$ cat config.mk
export PLATFORM = sky130hd
export DESIGN_NAME = alu_pipe
export DESIGN_NICKNAME = d
export VERILOG_FILES = /design/src/rtl/alu_pipe.sv
export SDC_FILE = /design/constraint.sdc
export NUM_CORES = 1
export LEC_CHECK = 0
export ABC_CLOCK_PERIOD_IN_PS = 3910
export CELL_PAD_IN_SITES_DETAIL_PLACEMENT = 2
export CELL_PAD_IN_SITES_GLOBAL_PLACEMENT = 2
export CORE_MARGIN = 3
export CORE_UTILIZATION = 32
export CTS_CLUSTER_SIZE = 24
export DETAILED_ROUTE_END_ITERATION = 10
export PLACE_DENSITY = 0.91
export SYNTH_ARGS = -nofsm -noshare
export SYNTH_HDL_FRONTEND = slang
export SYNTH_SLANG_ARGS = --single-unit
$ cat constraint.sdc
create_clock -name clk -period 3.91 [get_ports clk]
set_clock_uncertainty 0.05 [all_clocks]
set_input_delay 0.782 -clock clk [delete_from_list [all_inputs] [get_ports clk]]
set_output_delay 0.782 -clock clk [all_outputs]
set_load 0.1 [all_outputs]
$ cat src/rtl/alu_pipe.sv
// alu_pipe: registered ALU with a valid/ready handshake, an architectural {Z,C,V,N} flag register and an optional multiply.
// Latency: 1 cycle for single-cycle ops. MUL takes MUL_CYCLES cycles when ALU_PIPE_MUL_EN is defined.
// Backpressure: in_ready drops while a multiply is busy, or while a result is held because out_ready is low.
//
// Build option: define ALU_PIPE_MUL_EN to make op 1010 an iterative shift-add multiply.
// Without it, op 1010 is treated as an undefined op: result 0, status Z=1.
module alu_pipe #(
   parameter int WIDTH      = 32,
   parameter int MUL_CYCLES = WIDTH
) (
   input  logic             clk,
   input  logic             rst_n,
   input  logic             in_valid,
   output logic             in_ready,
   input  logic [WIDTH-1:0] a_in,
   input  logic [WIDTH-1:0] b_in,
   input  logic [3:0]       op_code,
   input  logic             s_update,
   output logic             out_valid,
   input  logic             out_ready,
   output logic [WIDTH-1:0] result,
   output logic [3:0]       status,
   output logic [3:0]       flags,
   output logic             busy
);

   localparam logic [3:0] OP_MOV = 4'b0001;
   localparam logic [3:0] OP_MVN = 4'b1001;
   localparam logic [3:0] OP_ADD = 4'b0010;
   localparam logic [3:0] OP_ADC = 4'b0011;
   localparam logic [3:0] OP_SUB = 4'b0100;
   localparam logic [3:0] OP_SBC = 4'b0101;
   localparam logic [3:0] OP_AND = 4'b0110;
   localparam logic [3:0] OP_ORR = 4'b0111;
   localparam logic [3:0] OP_EOR = 4'b1000;
   localparam logic [3:0] OP_MUL = 4'b1010;

   // Bit positions inside status/flags, which are both ordered {Z,C,V,N}.
   localparam int F_Z = 3;
   localparam int F_C = 2;
   localparam int F_V = 1;
   localparam int F_N = 0;

   logic             busy_q;
   logic             accept;
   logic             is_mul;
   logic             mul_done;
   logic [WIDTH-1:0] mul_res;
   logic [3:0]       mul_status;
   logic             mul_upd;

   logic             add_cin;
   logic             sub_cin;
   logic [WIDTH:0]   add_sum;
   logic [WIDTH:0]   sub_sum;
   logic [WIDTH-1:0] alu_res;
   logic             alu_c;
   logic             alu_v;
   logic [3:0]       alu_status;

   // A new request may enter only when no multiply is running and the output slot is free or draining.
   assign in_ready = !busy_q && (!out_valid || out_ready);
   assign accept   = in_valid && in_ready;
   assign busy     = busy_q;

   // Subtraction is A + ~B + cin, so the carry out is NOT borrow.
   // SBC feeds in the live C flag, which gives A - B - !C.
   always_comb begin
      add_cin = (op_code == OP_ADC) ? flags[F_C] : 1'b0;
      sub_cin = (op_code == OP_SBC) ? flags[F_C] : 1'b1;
      add_sum = {1'b0, a_in} + {1'b0, b_in} + {{WIDTH{1'b0}}, add_cin};
      sub_sum = {1'b0, a_in} + {1'b0, ~b_in} + {{WIDTH{1'b0}}, sub_cin};
   end

   // Single-cycle result and carry/overflow selection.
   // Logical ops, moves and unknown codes leave C and V clear.
   always_comb begin
      alu_res = '0;
      alu_c   = 1'b0;
      alu_v   = 1'b0;
      case (op_code)
         OP_MOV: alu_res = b_in;
         OP_MVN: alu_res = ~b_in;
         OP_ADD, OP_ADC: begin
            alu_res = add_sum[WIDTH-1:0];
            alu_c   = add_sum[WIDTH];
            alu_v   = (a_in[WIDTH-1] == b_in[WIDTH-1]) && (add_sum[WIDTH-1] != a_in[WIDTH-1]);
         end
         OP_SUB, OP_SBC: begin
            alu_res = sub_sum[WIDTH-1:0];
            alu_c   = sub_sum[WIDTH];
            alu_v   = (a_in[WIDTH-1] != b_in[WIDTH-1]) && (sub_sum[WIDTH-1] != a_in[WIDTH-1]);
         end
         OP_AND:  alu_res = a_in & b_in;
         OP_ORR:  alu_res = a_in | b_in;
         OP_EOR:  alu_res = a_in ^ b_in;
         default: alu_res = '0;
      endcase
      alu_status = {(alu_res == '0), alu_c, alu_v, alu_res[WIDTH-1]};
   end

`ifdef ALU_PIPE_MUL_EN
   localparam int CW = $clog2(MUL_CYCLES + 1);

   logic [WIDTH-1:0] mul_acc;
   logic [WIDTH-1:0] mul_acc_nxt;
   logic [WIDTH-1:0] mul_mcand;
   logic [WIDTH-1:0] mul_mplier;
   logic [CW-1:0]    mul_cnt;
   logic             mul_upd_q;
   logic             mul_last;
   logic             mul_step;

   assign is_mul = (op_code == OP_MUL);

   // One partial product per cycle. The final step is taken only when the output slot can accept
   // the product, so a stalled consumer keeps the multiplier parked with busy high.
   always_comb begin
      mul_acc_nxt = mul_acc + (mul_mplier[0] ? mul_mcand : '0);
      mul_last    = busy_q && (mul_cnt == CW'(1));
      mul_done    = mul_last && (!out_valid || out_ready);
      mul_step    = busy_q && (!mul_last || mul_done);
      mul_res     = mul_acc_nxt;
      mul_upd     = mul_upd_q;
   end

   // Multiplier state: loaded on accept, stepped once per busy cycle, released on the completion edge.
   always_ff @(posedge clk or negedge rst_n) begin
      if (!rst_n) begin
         busy_q     <= 1'b0;
         mul_cnt    <= '0;
         mul_acc    <= '0;
         mul_mcand  <= '0;
         mul_mplier <= '0;
         mul_upd_q  <= 1'b0;
      end else if (accept && is_mul) begin
         busy_q     <= 1'b1;
         mul_cnt    <= CW'(MUL_CYCLES);
         mul_acc    <= '0;
         mul_mcand  <= a_in;
         mul_mplier <= b_in;
         mul_upd_q  <= s_update;
      end else if (mul_step) begin
         mul_acc    <= mul_acc_nxt;
         mul_mcand  <= mul_mcand << 1;
         mul_mplier <= mul_mplier >> 1;
         mul_cnt    <= mul_cnt - CW'(1);
         if (mul_done) begin
            busy_q <= 1'b0;
         end
      end
   end
`else
   // Without the multiplier, op 1010 takes the single-cycle path and falls into the undefined-op case.
   assign is_mul   = 1'b0;
   assign mul_done = 1'b0;
   assign mul_res  = '0;
   assign mul_upd  = 1'b0;

   // The multiplier is absent, so busy_q stays at its reset value.
   always_ff @(posedge clk or negedge rst_n) begin
      if (!rst_n) begin
         busy_q <= 1'b0;
      end else begin
         busy_q <= 1'b0;
      end
   end
`endif

   // A multiply reports Z and N from its product. C and V are carried through from the current flags.
   assign mul_status = {(mul_res == '0), flags[F_C], flags[F_V], mul_res[WIDTH-1]};

   // Output slot: load on a single-cycle accept or on multiply completion, otherwise drain when consumed.
   always_ff @(posedge clk or negedge rst_n) begin
      if (!rst_n) begin
         out_valid <= 1'b0;
         result    <= '0;
         status    <= '0;
      end else if (accept && !is_mul) begin
         out_valid <= 1'b1;
         result    <= alu_res;
         status    <= alu_status;
      end else if (mul_done) begin
         out_valid <= 1'b1;
         result    <= mul_res;
         status    <= mul_status;
      end else if (out_valid && out_ready) begin
         out_valid <= 1'b0;
      end
   end

   // Architectural flags: written by an op that requested it.
   // A back-to-back ADC/SBC therefore sees the new carry.
   always_ff @(posedge clk or negedge rst_n) begin
      if (!rst_n) begin
         flags <= '0;
      end else if (accept && !is_mul && s_update) begin
         flags <= alu_status;
      end else if (mul_done && mul_upd) begin
         flags <= mul_status;
      end
   end

endmodule

==> summary.txt, run 1 <==
Yosys
  – Yosys reg bits: 40
  – Synth Area in Adders: 0.155
  – Synth cell types: 98
  – Cell Area, Synth: 8210 um2
  – Synth async-reset ratio: 1.00
  – Mean Syn Cell Area: 7.14 um2
  – Synth Area in Compound Gates: 0.347
  – Number of synthesized flops with an enable pin: 0
  – Combinational family with the most area after synthesis: compound AO/OA/AOI/OAI gates
  – Multiplexer share of the synthesized area: 0.0169
  – Top_reg_cell synth: dfrtp_1
  – Cell count after synthesis: 1150
  – Xor/xnor share of the synthesized area: 0.0384
  – Post-synthesis simple-gate area fraction: 0.237
  – Synthesized net count: 1322
  – Share of the yosys chip area belonging to registers: 0.122
  – Ys Warns: 0

Clock network
  – Clock Sinks: 40
  – H-Tree Level Count: 2
  – Setup Buffers After CTS: 26
  – Hold-fix buffers at CTS: 0
  – Root buf cell: clkbuf_16
  – CTS Buffer Depth: 2
  – CTS Buf Count: 5
  – Resized cells post-CTS: 209

Placed design
  – Number of buffer cells added on primary ports: 114
  – Placement Setup Slack: -1.53 ns
  – Placed inst area: 12500 um2
  – HPWL after DPL: around 50000 um
  – RePlAce Congestion: between 1 and 1.5

Run status
  – Status: stopped before the end
  – Tool error: [ERROR DPL-0033] detailed placement checks failed during check placement.
  – Failing step: clock tree synthesis (4_1_cts)

Floorplan
  – IO Pins: between 100 and 150
  – Rows: 57
  – Die Span X: about 170 um
  – Die height: 166 um
  – Initial Utilization: 0.332
cells by family after synthesis:
group / Yosys count
AOI/OAI and AO/OA: 405
xor gates and xnor gates: 36
adders and majority gates: 99
buffers and inverters: 170
DFF: 40
muxes: 13
other: 1
and+or+nand+nor: 386
stage by stage:
stage,utilization,cells
floorplan,-,1150
global placement,0.504,1909
detailed placement,0.504,1909
Yosys cell counts, drive strengths merged, types with 7 or more instances:
library cell | number | share of area
nand2 | 133 | 0.061
a21oi | 101 | 0.062
ha | 95 | 0.14
inv | 95 | 0.043
nor2 | 78 | 0.036
o21ai | 78 | 0.048
clkbuf | 40 | 0.018
dfrtp | 40 | 0.12
buf | 35 | 0.023
nand3 | 31 | 0.019
a211oi | 28 | 0.027
xor2 | 25 | 0.027
nand4 | 19 | 0.014
nor2b | 18 | 0.014
nor3 | 18 | 0.012
o31ai | 18 | 0.017
a21o | 17 | 0.016
a31oi | 14 | 0.011
nor4 | 14 | 0.012
o211ai | 14 | 0.013
nand2b | 13 | 0.011
a221oi | 12 | 0.014
xnor2 | 11 | 0.012
nor3b | 10 | 0.0098
and3 | 9 | 0.0069
a2111oi | 8 | 0.014
a211o | 8 | 0.0087
o2111ai | 8 | 0.0085
o22ai | 8 | 0.0061
a311oi | 7 | 0.010
and2 | 7 | 0.0053
mux2 | 7 | 0.0096
o21a | 7 | 0.0064
o221ai | 7 | 0.0075
or2 | 7 | 0.0053
or3 | 7 | 0.0059
==> run 2: changes to the inputs <==
- CELL_PAD_IN_SITES_DETAIL_PLACEMENT: 2 -> default
- CELL_PAD_IN_SITES_GLOBAL_PLACEMENT: 2 -> default
- CORE_UTILIZATION: 32 -> 25
- CTS_CLUSTER_SIZE: 24 -> default
- PLACE_DENSITY: 0.91 -> default
- PLACE_DENSITY_LB_ADDON: default -> 0.15
==> summary.txt, run 2 <==
Drt
  – DR pass1 iterations: 5
  – Routed met3 length: 1320 um
  – Wirelength per Cell: 18.8 um
  – DR top layer: met4
  – DRC viols: 0
  – Vias/cell: around 5.1
  – Metal2 WL: 19700 um
  – Met1 WL: between 15000 and 20000 um
  – 1st-iter DRT viols: 701
  – Final antenna-violating net count: 0
  – Routed vias: 10600
  – Post-Route WL: 39300 um

Power
  – Sw Ratio: 0.502
  – Combinational share of power: 0.733
  – Pleak: 6.31 nW
  – Psw: 0.00180 W
  – VDD IR max: 0.218 mV
  – Clock power share: 0.117
  – PwrDens: around 260 nW/um2
  – Int Pwr: 0.00178 W
  – Reg power frac: 0.150

Cells and area
  – Max reg flops: 31
  – Final #Nets: 1824
  – # diodes: 0
  – Sequential Area: 1000 um2
  – Layout cells sized above 1: 0.373
  – Syn-to-layout area delta: 68.4%
  – Fin cells: 2088
  – Multi-input logic area: 7180 um2
  – Largest regs: result (31), flags (4), status (4)
  – Fillcell total: 3352
  – Top reg by flops: result
  – Fin util: 0.433
  – Most common cell after layout, fill and taps aside: buf_4
  – Final Instance Area: 13800 um2
  – Most frequent cells in the layout: buf_4, nand2_1, clkdlybuf4s50_1, a21oi_1, ha_1

Yosys
  – Cell Area, Synth: 8210 um2
  – Synth Area in Compound Gates: 0.347
  – Share of the yosys chip area belonging to registers: 0.122
  – Synth async-reset ratio: 1.00
  – Number of synthesized flops with an enable pin: 0
  – Mean Syn Cell Area: 7.14 um2
  – Top_reg_cell synth: dfrtp_1
  – Commonest cells post-synth: nand2_1, a21oi_1, ha_1
  – Synth Area in Adders: 0.155
  – Xor/xnor share of the synthesized area: 0.0384
  – Top post-synthesis cells by area: ha_1, dfrtp_1, a21oi_1
  – Synth cell types: ~100
  – Multiplexer share of the synthesized area: 0.0169
  – Post-synth top area share: 0.145
  – Synthesized net count: 1322
  – Yosys reg bits: 40
  – Combinational family with the most area after synthesis: compound AO/OA/AOI/OAI gates
  – Post-synthesis simple-gate area fraction: 0.237
  – Cell count after synthesis: 1150
  – Ys Warns: 0
  – Synth area leader: ha_1
  – Most frequent cell after synthesis: nand2_1

Global routing
  – Vias in the first global route: 10700
  – Largest net degree at the start of global routing: between 40 and 50
  – Gr usage total: 0.216
  – Remaining global-route overflow: 0
  – Initial antenna violation count: 0
  – First-pass GRT wire length: about 60000 um

Floorplan
  – Initial Utilization: 0.257
  – Die height: 187 um
  – IO Pins: 116
  – Rows: 65
  – Area of the die: 35100 um2
  – Core area: ~32000 um2
  – Die Span X: 187 um

Hold path
  – Worst Hold Class: reg2reg

Setup path
  – Crit end category: register
  – Worst Path Class, Setup: in2reg
  – CP dominant cell by count: o21ai_1
  – Worst path bufs/invs: 2
  – Chain of cells forming the critical path: clkdlybuf4s50_1, inv_2, ha_4, or4_4, or4b_4, a311o_1, and4_4, a2111oi_4, o21ai_1, or4_1, o21ai_1
  – CP top delay family: simple AND/OR/NAND/NOR gates
  – Startpoint types: input port
  – CP arrival: 4.30 ns
  – Worst-path maximum fanout: 2
  – Max incr delay on CP: 0.53 ns
  – Crit path required time: about 4.1 ns
  – Slowest cell on crit path: or4_1

Run
  – MaxCap Viol Count: 0

Timing
  – Final period util: 1.06
  – Post-route setup TNS: -0.398 ns
  – Setup ws final: -0.231 ns
  – Worst hold margin: approximately 0.42 ns
  – RSZ-0062 raised after global routing: yes
  – Max Slew Vio Count: 0
  – Max-slew headroom: 0.321
  – Maximum clock rate: 242 MHz
  – Final Hold Viols: 0
  – Min Tclk post-route: 4.14 ns
  – Setup Viol. Count Final: 2
  – Worst Tran Pin Value: 1.01 ns

Clock network
  – Root buf cell: clkbuf_16
  – CTS Buf Count: 5
  – H-Tree Level Count: 2
  – Clock Sinks: 40
  – Clock insertion delay at the later pin of the skew report: 0.28 ns
  – Clock-pin slew on the worst setup and hold paths: around 0.060 ns
  – CTS tree: built
  – CTS Buffer Depth: 2
  – Hold-fix buffers at CTS: 0

Placed design
  – RePlAce Congestion: 0.939
  – HPWL after DPL: 32600 um
  – Placed Cells: 2051
  – Placed inst area: 12900 um2
  – Number of buffer cells added on primary ports: 114

Run status
  – Status: finished with violations
  – Failing checks: setup timing
## run 2: cell counts after synthesis
Identical to the previous run, type by type.
## run 2: worst register-to-register path: stages (launching register included)
cell	delay [ns]
dfrtp_1	0.51
nand3_2	0.16
fa_2	0.23
inv_2	0.04
fa_2	0.33
a21o_1	0.19
buf_6	0.12
a221o_2	0.44
a311oi_4	0.26
a211o_2	0.24
buf_6	0.12
a21oi_2	0.04
nand2b_4	0.14
a221oi_2	0.29
o21ai_2	0.11
or4_1	0.47
o21ai_1	0.12
## run 2: worst paths after layout
kind	slack, ns	endpoint	from	cells after the start
worst max-delay path	-0.23	flags[3]	a_in[27]	11
worst min register to register	0.42	result[19]	result[19]	2
max in group asynchronous	2.67	result[15]	rst_n	1
worst max register to register	-0.03	status[3]	flags[2]	16
worst min-delay path	0.42	result[19]	result[19]	2
min in group asynchronous	0.57	result[30]	rst_n	1
## run 2: timing repair
item                       CTS  global route
buffers inserted            25             7
pin swaps                   37            26
resized for setup          101            45
setup endpoints to repair   26            15
## run 2: area by class of cell
cell class	count	area share
clock inverters	2	0.00109
well taps	435	0.0394
multi-input cells	940	0.519
repair buffers	570	0.332
flip-flops and latches	40	0.0724
inverters	95	0.0258
clock buffers	6	0.0100
## run 2: per-stage QoR
stage          worst slack [ns]  total power, W
3_3_place_gp              -1.10         0.00302
6_report                 -0.231         0.00358
2_1_floorplan            -0.633         0.00194
3_5_place_dp              -1.07         0.00302
5_1_grt                  -0.331         0.00379
4_1_cts                  -0.211         0.00355
## run 2: cells by family after synthesis
family                     Yosys count
xor gates and xnor gates            36
AOI/OAI and AO/OA                  405
DFF                                 40
muxes                               13
buffers and inverters              170
adders and majority gates           99
and+or+nand+nor                    386
other                                1
## run 2: layer usage
metal | global-route usage | vias up
li1 | - | 5222
met1 | 0.270 | 5012
met2 | 0.398 | 273
met3 | 0.0171 | 57
met4 | 0.0587 | 0
met5 | 0 | -
## run 2: power groups by stage
stage | logic [W] | clock network [W] | registers, W
2_1_floorplan | 0.000851 | 0 | 0.00108
3_3_place_gp | 0.00247 | 0 | 0.000547
3_5_place_dp | 0.00247 | 0 | 0.000547
4_1_cts | 0.00257 | 0.000432 | 0.000540
5_1_grt | 0.00279 | 0.000448 | 0.000550
6_report | 0.00263 | 0.000419 | 0.000537
Power figures use the tool's default switching activity.
